===== src/rtl/pe_stream_loader.sv =====
// rtl/pe_stream_loader.sv - loads a filter row then ifmap rows from SRAM into PE buffers
// One read in flight at most; a 1-entry skid register absorbs a word whose target stalls.
module pe_stream_loader #(
  parameter int DATA_WIDTH = 16,
  parameter int ADDR_WIDTH = 10,
  parameter int LEN_WIDTH  = 6
) (
  input  logic                  clk,
  input  logic                  rst,
  input  logic                  start,
  input  logic [ADDR_WIDTH-1:0] filter_base,
  input  logic [ADDR_WIDTH-1:0] ifmap_base,
  input  logic [LEN_WIDTH-1:0]  filter_len,
  input  logic [LEN_WIDTH-1:0]  row_len,
  input  logic [LEN_WIDTH-1:0]  num_rows,
  output logic                  mem_rd_en,
  output logic [ADDR_WIDTH-1:0] mem_addr,
  input  logic [DATA_WIDTH-1:0] mem_rdata,
  input  logic                  filt_ready,
  output logic                  filt_wr_en,
  output logic [DATA_WIDTH-1:0] filt_wdata,
  input  logic                  ifmap_ready,
  output logic                  ifmap_wr_en,
  output logic [DATA_WIDTH+1:0] ifmap_wdata,
  output logic                  busy,
  output logic                  done
);

  typedef enum logic [2:0] {S_IDLE, S_FILTER, S_IFMAP, S_DRAIN, S_DONE} state_t;

  state_t                state_q, state_d;
  logic [LEN_WIDTH-1:0]  filter_len_q, row_len_q, num_rows_q;
  logic [LEN_WIDTH-1:0]  filt_cnt_q, col_q, row_q;
  logic [ADDR_WIDTH-1:0] filt_addr_q, ifmap_addr_q;
  logic                  infl_q, infl_tgt_q;
  logic [1:0]            infl_flags_q;
  logic                  skid_q, skid_tgt_q;
  logic [1:0]            skid_flags_q;
  logic [DATA_WIDTH-1:0] skid_data_q;

  logic ret_ready, skid_ready, skid_wr, direct_wr, ret_blocked, phase_ready, issue;
  logic in_ifmap, last_filt, col_last, row_last, ifmap_empty;
  logic wr_en, wr_tgt;
  logic [1:0] wr_flags;
  logic [DATA_WIDTH-1:0] wr_data;

  assign in_ifmap    = (state_q == S_IFMAP);
  assign ret_ready   = infl_tgt_q ? ifmap_ready : filt_ready;
  assign skid_ready  = skid_tgt_q ? ifmap_ready : filt_ready;
  assign skid_wr     = skid_q && skid_ready;
  assign direct_wr   = infl_q && ret_ready;
  assign ret_blocked = infl_q && !ret_ready;
  assign phase_ready = in_ifmap ? ifmap_ready : filt_ready;
  // A skid being emptied this cycle frees the slot for the word issued now.
  assign issue = ((state_q == S_FILTER) || in_ifmap) && phase_ready &&
                 (!skid_q || skid_wr) && !ret_blocked;

  assign last_filt   = (filt_cnt_q == filter_len_q - 1'b1);
  assign col_last    = (col_q == row_len_q - 1'b1);
  assign row_last    = (row_q == num_rows_q - 1'b1);
  assign ifmap_empty = (row_len_q == '0) || (num_rows_q == '0);

  // Skid and a direct return never coincide: a blocked return suppresses issue.
  assign wr_en    = skid_wr || direct_wr;
  assign wr_tgt   = skid_q ? skid_tgt_q : infl_tgt_q;
  assign wr_flags = skid_q ? skid_flags_q : infl_flags_q;
  assign wr_data  = skid_q ? skid_data_q : mem_rdata;

  always_comb begin
    state_d     = state_q;
    mem_rd_en   = issue;
    mem_addr    = '0;
    filt_wr_en  = wr_en && !wr_tgt;
    filt_wdata  = '0;
    ifmap_wr_en = wr_en && wr_tgt;
    ifmap_wdata = '0;
    busy        = (state_q == S_FILTER) || in_ifmap || (state_q == S_DRAIN);
    done        = (state_q == S_DONE);
    if (issue) mem_addr = in_ifmap ? ifmap_addr_q : filt_addr_q;
    if (filt_wr_en) filt_wdata = wr_data;
    if (ifmap_wr_en) ifmap_wdata = {wr_flags, wr_data};
    case (state_q)
      S_IDLE: begin
        if (start) begin
          if (filter_len != '0) state_d = S_FILTER;
          else if ((row_len == '0) || (num_rows == '0)) state_d = S_DRAIN;
          else state_d = S_IFMAP;
        end
      end
      S_FILTER: if (issue && last_filt) state_d = ifmap_empty ? S_DRAIN : S_IFMAP;
      S_IFMAP:  if (issue && col_last && row_last) state_d = S_DRAIN;
      S_DRAIN:  if ((!skid_q || skid_wr) && (!infl_q || direct_wr)) state_d = S_DONE;
      S_DONE:   state_d = S_IDLE;
      default:  state_d = S_IDLE;
    endcase
  end

  always_ff @(posedge clk or posedge rst) begin
    if (rst) begin
      state_q      <= S_IDLE;
      filter_len_q <= '0;
      row_len_q    <= '0;
      num_rows_q   <= '0;
      filt_cnt_q   <= '0;
      col_q        <= '0;
      row_q        <= '0;
      filt_addr_q  <= '0;
      ifmap_addr_q <= '0;
      infl_q       <= 1'b0;
      infl_tgt_q   <= 1'b0;
      infl_flags_q <= '0;
      skid_q       <= 1'b0;
      skid_tgt_q   <= 1'b0;
      skid_flags_q <= '0;
      skid_data_q  <= '0;
    end else begin
      state_q <= state_d;
      if (state_q == S_IDLE && start) begin
        filter_len_q <= filter_len;
        row_len_q    <= row_len;
        num_rows_q   <= num_rows;
        filt_addr_q  <= filter_base;
        ifmap_addr_q <= ifmap_base;
        filt_cnt_q   <= '0;
        col_q        <= '0;
        row_q        <= '0;
      end
      if (issue) begin
        if (in_ifmap) begin
          ifmap_addr_q <= ifmap_addr_q + 1'b1;
          if (col_last) begin
            col_q <= '0;
            row_q <= row_q + 1'b1;
          end else begin
            col_q <= col_q + 1'b1;
          end
        end else begin
          filt_addr_q <= filt_addr_q + 1'b1;
          filt_cnt_q  <= filt_cnt_q + 1'b1;
        end
      end
      infl_q       <= issue;
      infl_tgt_q   <= in_ifmap;
      infl_flags_q <= (issue && in_ifmap) ? {col_q == '0, col_last} : 2'b00;
      if (ret_blocked) begin
        skid_q       <= 1'b1;
        skid_tgt_q   <= infl_tgt_q;
        skid_flags_q <= infl_flags_q;
        skid_data_q  <= mem_rdata;
      end else if (skid_wr) begin
        skid_q <= 1'b0;
      end
    end
  end

endmodule


===== config.mk =====
export PLATFORM = sky130hd
export DESIGN_NAME = pe_stream_loader
export DESIGN_NICKNAME = d
export VERILOG_FILES = /design/src/rtl/pe_stream_loader.sv
export SDC_FILE = /design/constraint.sdc
export NUM_CORES = 1
export LEC_CHECK = 0
export BUFFER_PORTS_ARGS = -buffer_cell sky130_fd_sc_hd__buf_2
export CORE_ASPECT_RATIO = 1.1
export CORE_UTILIZATION = 42
export DETAILED_ROUTE_END_ITERATION = 8
export PLACE_DENSITY = 0.67
export SLEW_MARGIN = 20
export SYNTH_ARGS = -nofsm -noshare
export SYNTH_HDL_FRONTEND = slang
export SYNTH_SLANG_ARGS = --single-unit

===== constraint.sdc =====
create_clock -name clk -period 3.4 [get_ports clk]
set_clock_uncertainty 0.2 [all_clocks]
set_input_delay 0.34 -clock clk [delete_from_list [all_inputs] [get_ports clk]]
set_output_delay 0.34 -clock clk [all_outputs]
set_load 0.02 [all_outputs]

==> metrics.md, run 1 <==
| Metric | Value |
|---|---|
| Clock transition at path regs | 60 ps |
| CTS buffer count | 9 |
| # resized after CTS | 0 |
| PD cells | 853.3 mW/mm^2 |
| DR pass1 iterations | 5 |
| Max-slew headroom | 34.37% |
| Drt total wl | 11,930 um |
| Vias | 4,405 |
| Max cap viols | 0 |
| GPL Wtd Cong | 0.8160 |
| Final slew viol count | 0 |
| HPWL after detailed placement | 8612 um |
| Final Hold Fails | 0 |
| Share of cells above drive strength 1 | 25.88% |
| Vias per cell | 5.458 |
| Leakage | 2.819 nW |
| All-Layer GR Usage | 20.27% |
| Synth cell types | 59 |
| Hold Crit Class | input pin to flop |
| Critical Path RT | 2860 ps |
| Most frequent cells in the layout | buf_2, nand2_1, dfrtp_1 |
| FP Rows | 41 |
| Synth Cell Area | 0.004942 mm^2 |
| Nets | 722 |
| Clock Sinks | 83 |
| Vias in the first global route | 4,185 |
| Avg Cell Area, Syn | 8.921 um^2 |
| Yosys warns | 0 |
| Starting density of the core | 43.01% |
| Mapped Nets | 623 |
| GRT busiest layer | met2 |
| Synth Instances | 554 |
| Met2 usage | 36.05% |
| DRC Markers | 0 |
| TritonCTS clock tree | yes |
| Area leader, netlist | dfrtp_1 |
| DR iter-0 viols | 192 |
| FF+latch count, synth | 83 |
| Hold_buf cts | 1 |
| Total number of H-tree levels | 3 |
| Clk_lat worst skew | 340 ps |
| Initial antenna violation count | 0 |
| Worst slew pin tran | 984.5 ps |
| Endpoints failing setup | 0 |
| Core area | 0.01149 mm^2 |
| CP startpoint kind | flop |
| Tmin final | 2942 ps |
| Seq/Total Area, Yosys | 42.03% |
| Final setup margin | 458.0 ps |
| Fmax | 0.3399 GHz |
| Max IR drop VDD | 374.0 uV |
| CTS Root Cell | clkbuf_16 |
| Die H | 115.8 um |
| Post-DRT Antenna Nets | 0 |
| Top-level port count | 108 |
| IO Port Bufs | 107 |
| Critical path peak fanout | 15 |
| Bufs on Longest Clock Path | 2 |
| Total power draw | 5.065 mW |
| Post CTS Setup Buffer Count | 0 |
| Routing usage on met1 | 24.02% |
| Ant diodes | 0 |
| Largest net degree at the start of global routing | 43 |
| Global-route wire length before repair | 19,550 um |
| Asr flop ratio synth | 100.0% |
| Area growth, synth to finish | 20.10% |
| Status | completed |
| GRT overflow | 0 |
| Setup TNS | 0 ps |
| Tcrit/Tclk final | 86.53% |
| Setup CP Type | flop to output pin |
| Post-synth top flop | dfrtp_1 |
| Post-synth EDFFs | 0 |
| Most area-consuming cells after synthesis | dfrtp_1, nand2_1, mux2i_1 |
| RSZ-0062 raised after global routing | no |
| WL per Instance | 14.78 um |
| Yosys top cell area share | 42.03% |
| Worst Hold Slack | 3.688 ps |
| M3 GR Usage | 3.318% |
| Critical path arrival | 2400 ps |
| Final core occ | 51.66% |
| Die area | 0.01221 mm^2 |
| Die Span X | 105.4 um |
| Worst slack, placed | 863.1 ps |
| Setup crit end kind | output pin |
| Commonest non-fill, non-tap cell in the layout | buf_2 |
-- synthesized netlist by cell type (2+ instances only) --
master     instances
nand2b_1           8
nand3_1           23
a2111oi_0          2
mux2i_1           23
o221a_2            7
ha_1              10
a21oi_1           16
a31o_1             2
nor2_1            61
mux2_2            20
clkbuf_1          22
inv_1             26
nor2b_1            3
nand4_1            5
o21a_1             2
o21ai_0           20
nor4_1             4
or2_2              3
dfrtp_1           83
or4_1              4
or3_1              3
a31oi_1            4
a32oi_1            2
xnor2_1           13
a311oi_1           4
nand2_1           88
a22o_1             7
xor2_1            11
buf_2              7
and4_1             2
and2_1             5
o221ai_1           5
o211ai_1           4
a211oi_1           3
and3_1             5
nor3b_1            2
o22ai_1            6
o22a_1             3
nand3b_1           5
nor3_1            11
nor4b_1            2
-- kinds of logic (layout without fill, tap and decap cells) --
| family | count (synthesis) | in the layout | synth area share (%) |
|---|---|---|---|
| simple gates | 240 | 240 | 23.01 |
| compound gates | 99 | 99 | 14.61 |
| flops | 83 | 83 | 42.03 |
| buf+inv | 55 | 158 | 4.354 |
| mux | 43 | 43 | 9.215 |
| xor+xnor | 24 | 24 | 4.253 |
| fa+ha+maj | 10 | 10 | 2.532 |
-- stage by stage --
stage | std cells | cell area (um^2)
detailed placement | 791 | 5623
global route | 807 | 5936
CTS | 807 | 5936
finish | 807 | 5936
global placement | 791 | 5623
floorplan | 554 | 4942
-- critical path, stage by stage, from the launching register on --
cell and delay [ps]:
dfrtp_1 470, nand2b_1 230, nor3b_2 390, and2_1 560, a22o_1 250, buf_2 160
-- worst paths after layout --
kind / cells after the start / start / end / slack, ps
setup reg to reg: 6 / state_q[2] / filt_addr_q[4] / 840
hold / removal: 3 / filter_base[8] / filt_addr_q[8] / 4
setup / recovery: 5 / state_q[2] / mem_addr[4] / 460
hold reg to reg: 1 / filt_cnt_q[5] / filt_cnt_q[5] / 300
max in group asynchronous: 4 / rst / skid_data_q[7] / 1790
min in group asynchronous: 3 / rst / num_rows_q[0] / 440
-- cell type report --
cell class | count | area [um^2]
clock buffers | 11 | 252.7
clock inverters | 4 | 50.05
fillers | 1083 | 5555
inverters | 26 | 98.84
multi-input cells | 416 | 2656
flip-flops and latches | 83 | 2077
well taps | 150 | 187.7
repair buffers | 117 | 613.1
-- where the power goes --
group / internal (mW) / switching (mW) / total, mW
Combinational: 0.975 / 1.29 / 2.26
Clock: 0.603 / 0.393 / 0.997
Sequential: 1.38 / 0.429 / 1.81
Total: 2.96 / 2.11 / 5.06
-- metal layers --
metal / up-vias / wire, um
met4: 0 / 251
met5: - / 0
met2: 148 / 5774
li1: 2150 / -
met1: 2087 / 5329
met3: 20 / 573
-- flip-flops by register name, indices dropped and copies added, names as in the netlist --
signal	flops
col_q	6
skid_flags_q	2
state_q	3
infl_flags_q	2
skid_tgt_q	1
infl_q	1
row_len_q	6
num_rows_q	6
skid_data_q	16
filt_addr_q	10
skid_q	1
filter_len_q	6
filt_cnt_q	6
infl_tgt_q	1
row_q	6
ifmap_addr_q	10
(Power assumes the default switching activity.)
==> inputs of run 2 (changes only) <==
Settings changed: CORE_ASPECT_RATIO 1.1 to default, SETUP_SLACK_MARGIN from default to 0.4.
==> metrics.md, run 2 (synthesis results as in run 1) <==
| Metric | Value |
|---|---|
| Top Metal Used | met4 |
| Vias per cell | 5.441 (-0.32%) |
| Post-Layout Cell Count | 803 (-0.50%) |
| Setup TNS | 0 ps (unchanged) |
| Post-DRT Antenna Nets | 0 (unchanged) |
| Sw Pwr | 2.123 mW (+0.68%) |
| Drt total wl | 11,790 um (-1.2%) |
| Vias | 4,369 (-0.82%) |
| DRC Markers | 0 (unchanged) |
| Global-route wire length before repair | 19,950 um (+2.0%) |
| DR pass1 iterations | 4 (-1) |
| Total number of H-tree levels | 3 (unchanged) |
| IO Port Bufs | 107 (unchanged) |
| Status | completed |
| CP startpoint kind | flop |
| CTS Root Cell | clkbuf_16 |
| Final Hold Fails | 0 (unchanged) |
| Die area | 0.01220 mm^2 (about the same) |
| Critical path arrival | 2290 ps (-110 ps) |
| M1 WL | 5426 um (+1.8%) |
| PD cells | 860.6 mW/mm^2 (+0.86%) |
| FP Rows | 39 (-4.9%) |
| Largest net degree at the start of global routing | 84 (+95%) |
| WL per Instance | 14.68 um (-0.68%) |
| TritonCTS clock tree | yes |
| R2R depth | 5 (-1) |
| CTS buffer count | 9 (unchanged) |
| Slowest-stage cell, CP | dfrtp_1 |
| Seq pwr share | 35.0% (-0.7 points) |
| Vias in the first global route | 4,214 (+0.69%) |
| Critical path peak fanout | 27 (+12) |
| Worst setup path startpoint | state_q[1] |
| Setup crit end kind | output pin |
| Worst Hold Launch | filter_len[2] |
| Starting density of the core | 43.28% (+0.27 points) |
| Commonest non-fill, non-tap cell in the layout | buf_2 |
| Nets | 724 (+0.28%) |
| GPL Wtd Cong | 0.8680 (+6.4%) |
| Power share of the clock group | 20.4% (+0.7 points) |
| Met3 wire length | 513 um (-10%) |
| Tmin final | 2832 ps (-110.3 ps) |
| Endpoints failing setup | 0 (unchanged) |
| Top-level port count | 108 (unchanged) |
| Ant diodes | 0 (unchanged) |
| Fmax | 0.3531 GHz (+3.9%) |
| Max IR drop VDD | 357.2 uV (-4.5%) |
| Comb pwr share | 44.5% (about the same) |
| Internal power | 3.019 mW (+2.1%) |
| Clock transition at path regs | 60 ps (about the same) |
| Critical R2R Launch | row_len_q[2] |
| Initial antenna violation count | 0 (unchanged) |
| Sw frac | 41.29% (-0.34 points) |
| DR iter-0 viols | 216 (+13%) |
| Hold Path Sink | filter_len_q[2] |
| Number of placed instances with taps included | 785 (-0.76%) |
| Core area | 0.01142 mm^2 (-0.63%) |
| Clock Sinks | 83 (unchanged) |
| GRT overflow | 0 (unchanged) |
| Tcrit/Tclk final | 83.29% (-3.2 points) |
| Worst slew pin tran | 837.0 ps (-147.5 ps) |
| R2r setup slk | 890 ps (+50 ps) |
| Max FFs per register | 16 (unchanged) |
| Most frequent cells in the layout | buf_2, nand2_1, dfrtp_1 |
| Bufs on Longest Clock Path | 2 (unchanged) |
| HPWL after detailed placement | 8572 um (-0.47%) |
| Biggest register | skid_data_q |
| Share of cells above drive strength 1 | 26.06% (+0.19 points) |
| Reg-to-reg endpoint | row_q[4] |
| All-Layer GR Usage | 19.93% (-0.34 points) |
| Total power draw | 5.142 mW (+1.5%) |
| Met2 WL post-DR | 5614 um (-2.8%) |
| Final slew viol count | 0 (unchanged) |
| Dpl cell area | 0.005634 mm^2 (+0.20%) |
| Max cap viols | 0 (unchanged) |
| Die Span X | 110.5 um (+4.8%) |
| Die H | 110.5 um (-4.6%) |
| Area growth, synth to finish | 20.89% |
| Clk_lat worst skew | 340 ps (about the same) |
| Hold Crit Class | input pin to flop |
| Final core occ | 52.32% (+0.67 points) |
| Final Instance Area | 0.005974 mm^2 (+0.65%) |
| Setup CP Type | flop to output pin |
| Critical Path RT | 2860 ps (about the same) |
| Worst hold path stage count | 3 (unchanged) |
| RSZ-0062 raised after global routing | no |
| Max-slew headroom | 44.04% (+9.7 points) |
| Max incr delay on CP | 570 ps (about the same) |
| Biggest regs | skid_data_q: 16 flops, filt_addr_q: 10 flops, ifmap_addr_q: 10 flops |
| Leakage | 2.843 nW (+0.84%) |
| CP Cell Sequence | and4bb_2 > o221a_2 > nand2_1 > o21ai_0 > buf_2 |
## run 2: per-stage QoR
| stage | hold WS [ps] | setup slack [ps] |
|---|---|---|
| 2_1_floorplan | 245.4 | 723.2 |
| 3_3_place_gp | 269.5 | 948.3 |
| 3_5_place_dp | 282.5 | 896.0 |
| 4_1_cts | 0.2821 | 530.8 |
| 5_1_grt | 27.78 | 471.2 |
| 6_report | 8.361 | 568.3 |
## run 2: critical path: cells and delay by family, from the launching register on
family          cells  cell delay, ps
buf+inv             1             200
flops               1             570
simple gates        2             490
compound gates      2             680
## run 2: how the worst max path moves through the flow
stage / depth (start not counted) / slack (ps) / to
after floorplan: 1 / 720 / col_q[0]
after global placement: 5 / 950 / mem_addr[9]
after detailed placement: 5 / 900 / mem_addr[9]
after CTS: 5 / 530 / mem_addr[7]
after global routing: 5 / 470 / mem_addr[5]
final: 5 / 570 / mem_addr[5]
## run 2: power groups by stage
| stage | logic, mW | registers, mW | clock network (mW) |
|---|---|---|---|
| after global placement | 2.23 | 1.79 | 0 |
| after floorplan | 1.80 | 1.67 | 0 |
| after detailed placement | 2.29 | 1.81 | 0 |
| after CTS | 2.31 | 1.79 | 1.07 |
| after global routing | 2.55 | 1.87 | 1.12 |
| final | 2.29 | 1.80 | 1.05 |
## run 2: metal layers
| metal | vias up | global-route usage (%) |
|---|---|---|
| met5 | - | 0 |
| met4 | 0 | 9.067 |
| met3 | 12 | 2.525 |
| met2 | 122 | 33.00 |
| met1 | 2078 | 26.02 |
| li1 | 2157 | - |
## run 2: area by class of cell
type	count	area (um^2)
multi-input combinational	416	2658
inverter	26	98.84
tap	143	178.9
timing repair buffer	119	643.1
clock buffer	10	229.0
fill	1076	5444
sequential	83	2077
clock inverter	6	90.09
## run 2: what timing repair did
action | 4_1_cts | 5_1_grt
endpoints found under the setup margin | 0 | 5
hold buffers | 2 | 0
hold endpoints to repair | 84 | 0
gates resized for setup | 0 | 1
setup buffers | 0 | 0
==> inputs of run 3 (changes only) <==
Settings changed: PLACE_DENSITY 0.67 to 0.7.
Clock period 3.4 ns to 2.5 ns, I/O delays scaled along.
==> metrics.md, run 3 (synthesis results as in run 1) <==
| Metric | Value |
|---|---|
| Vias per cell | 5.716 (+5.1%) |
| Global-route wire length before repair | 24,890 um (+25%) |
| Hold Crit Class | input pin to flop |
| DR iter-0 viols | 332 (+54%) |
| Worst Hold Slack | 6.813 ps (-1.548 ps) |
| RSZ-0062 raised after global routing | yes |
| Post-DRT Antenna Nets | 0 (unchanged) |
| Critical path arrival | 1880 ps (-410 ps) |
| Total number of H-tree levels | 3 (unchanged) |
| Register area | 0.002082 mm^2 (+0.24%) |
| Status | completed |
| Most frequent cells in the layout | dfrtp_1, nand2_1, buf_2 |
| FP Rows | 39 (unchanged) |
| Tcrit/Tclk final | 93.31% |
| Slowest-stage cell, CP | dfrtp_1 |
| CP Cell Sequence | mux2_4 > o22a_4 > and2_4 > a22o_4 > buf_6 |
| Commonest non-fill, non-tap cell in the layout | dfrtp_1 |
| Max incr delay on CP | 410 ps (-160 ps) |
| Biggest regs | skid_data_q: 16 flops, filt_addr_q: 10 flops, ifmap_addr_q: 10 flops |
| Core area | 0.01142 mm^2 (unchanged) |
| Tmin final | 2333 ps |
| HPWL after detailed placement | 8970 um (+4.6%) |
| Ant diodes | 0 (unchanged) |
| Clk_lat worst skew | 340 ps (about the same) |
| CTS buffer count | 9 (unchanged) |
| Drt total wl | 16,900 um (+43%) |
| IO Port Bufs | 107 (unchanged) |
| Starting density of the core | 43.28% (unchanged) |
| Max IR drop VDD | 582.3 uV (+63%) |
| Setup crit end kind | output pin |
| PD cells | 1130 mW/mm^2 (+31%) |
| Leakage | 3.487 nW (+23%) |
| Top-level port count | 108 (unchanged) |
| GPL Wtd Cong | 0.8818 (+1.6%) |
| Die H | 110.5 um (unchanged) |
| Setup CP Type | flop to output pin |
| Vias | 5,202 (+19%) |
| Max FFs per register | 16 (unchanged) |
| Largest net degree at the start of global routing | 67 (-20%) |
| Initial antenna violation count | 0 (unchanged) |
| Share of cells above drive strength 1 | 42.50% (+16 points) |
| CP startpoint kind | flop |
| Filler instances | 787 (-27%) |
| TritonCTS clock tree | yes |
| GRT overflow | 0 (unchanged) |
| Final Hold Fails | 0 (unchanged) |
| DR pass1 iterations | 5 (+1) |
| CTS Root Cell | clkbuf_16 |
| All-Layer GR Usage | 25.18% (+5.2 points) |
| DRC Markers | 0 (unchanged) |
| Endpoints failing setup | 0 (unchanged) |
| Biggest register | skid_data_q |
| Max cap viols | 0 (unchanged) |
| Final slew viol count | 0 (unchanged) |
| Fmax | 0.4287 GHz |
| Clock Sinks | 83 (unchanged) |
| Worst slew pin tran | 644.2 ps (-192.8 ps) |
| Die area | 0.01220 mm^2 (unchanged) |
| Clock transition at path regs | 60 ps (about the same) |
| Setup TNS | 0 ps (unchanged) |
| Worst hold path stage count | 3 (unchanged) |
| Die Span X | 110.5 um (unchanged) |
| Vias in the first global route | 5,073 (+20%) |
| WL per Instance | 18.58 um (+27%) |
| Critical path peak fanout | 5 (-81%) |
| R2R depth | 6 (+1) |
| Max-slew headroom | 55.82% (+12 points) |
| Critical Path RT | 2050 ps (-810 ps) |
| Bufs on Longest Clock Path | 2 (unchanged) |
| Area growth, synth to finish | 59.97% |
| Nets | 831 (+15%) |
| Multi-input combinational cell area | 0.003447 mm^2 (+30%) |
-- run 3: cell types whose count changed in the layout (fill, tap and decap cells not counted), moves of 9 or more --
cell / delta
nand2_1: -10
nor2_4: +26
buf_6: +48
dlygate4sd3_1: +45
buf_4: +44
buf_2: -41
nand2_2: +9
nor2_1: -28
-- run 3: path summary, 6_finish.rpt --
kind / slack (ps) / from / end
worst max-delay path: 170 / skid_tgt_q / mem_addr[7]
worst min-delay path: 7 / filter_base[1] / filt_addr_q[1]
worst max register to register: 220 / row_len_q[1] / row_q[3]
worst min register to register: 300 / filt_cnt_q[5] / filt_cnt_q[5]
max in group asynchronous: 1150 / rst / row_len_q[2]
min in group asynchronous: 260 / rst / skid_data_q[8]
-- run 3: layout make-up --
class                           instances  share of cell area, %
Timing Repair Buffer                  218                  22.82
Multi-Input combinational cell        424                  43.60
Clock inverter                          5                 0.4115
Tap cell                              143                  2.263
Sequential cell                        83                  26.33
Clock buffer                           11                  3.197
Inverter                               26                  1.377
-- run 3: per-stage QoR --
step / area, um^2 / setup WS [ps] / util (%) / cells / total power, mW
final: 7906 / 167.2 / 69.24 / 910 / 8.932
after global routing: 7906 / 109.9 / 69.24 / 910 / 9.455
after CTS: 7203 / 165.0 / 63.08 / 891 / 7.931
after detailed placement: 5753 / 117.3 / 50.38 / 794 / 5.713
after global placement: 5753 / 217.4 / 50.38 / 794 / 5.586
after floorplan: 5001 / 311.9 / - / 554 / 4.786
-- run 3: where the power goes --
| group | switching, mW | internal [mW] |
|---|---|---|
| clock | 0.551 | 0.729 |
| sequential | 0.643 | 1.88 |
| combinational | 2.68 | 2.45 |
| total | 3.87 | 5.06 |
-- run 3: timing repair --
item,in CTS,in global routing
pin swaps,33,39
resized for setup,101,146
setup endpoints to repair,77,85
hold endpoints to repair,63,0
hold buffers,47,0
setup buffers,27,18
cloned,7,1
-- run 3: critical path, delay by kind of cell (launching register included) --
kind                   cells  cell delay, ps
AO/OA/AOI/OAI              2             490
AND/OR/NAND/NOR            1             180
flip-flops                 1             410
buffers and inverters      1             130
multiplexers               1             340
-- run 3: metal layers --
metal | up-vias | GRT usage [%] | wire (um)
li1 | 2415 | - | -
met1 | 2504 | 32.00 | 6860
met2 | 245 | 42.03 | 8505
met3 | 38 | 4.610 | 1056
met4 | 0 | 10.58 | 481
met5 | - | 0 | 0
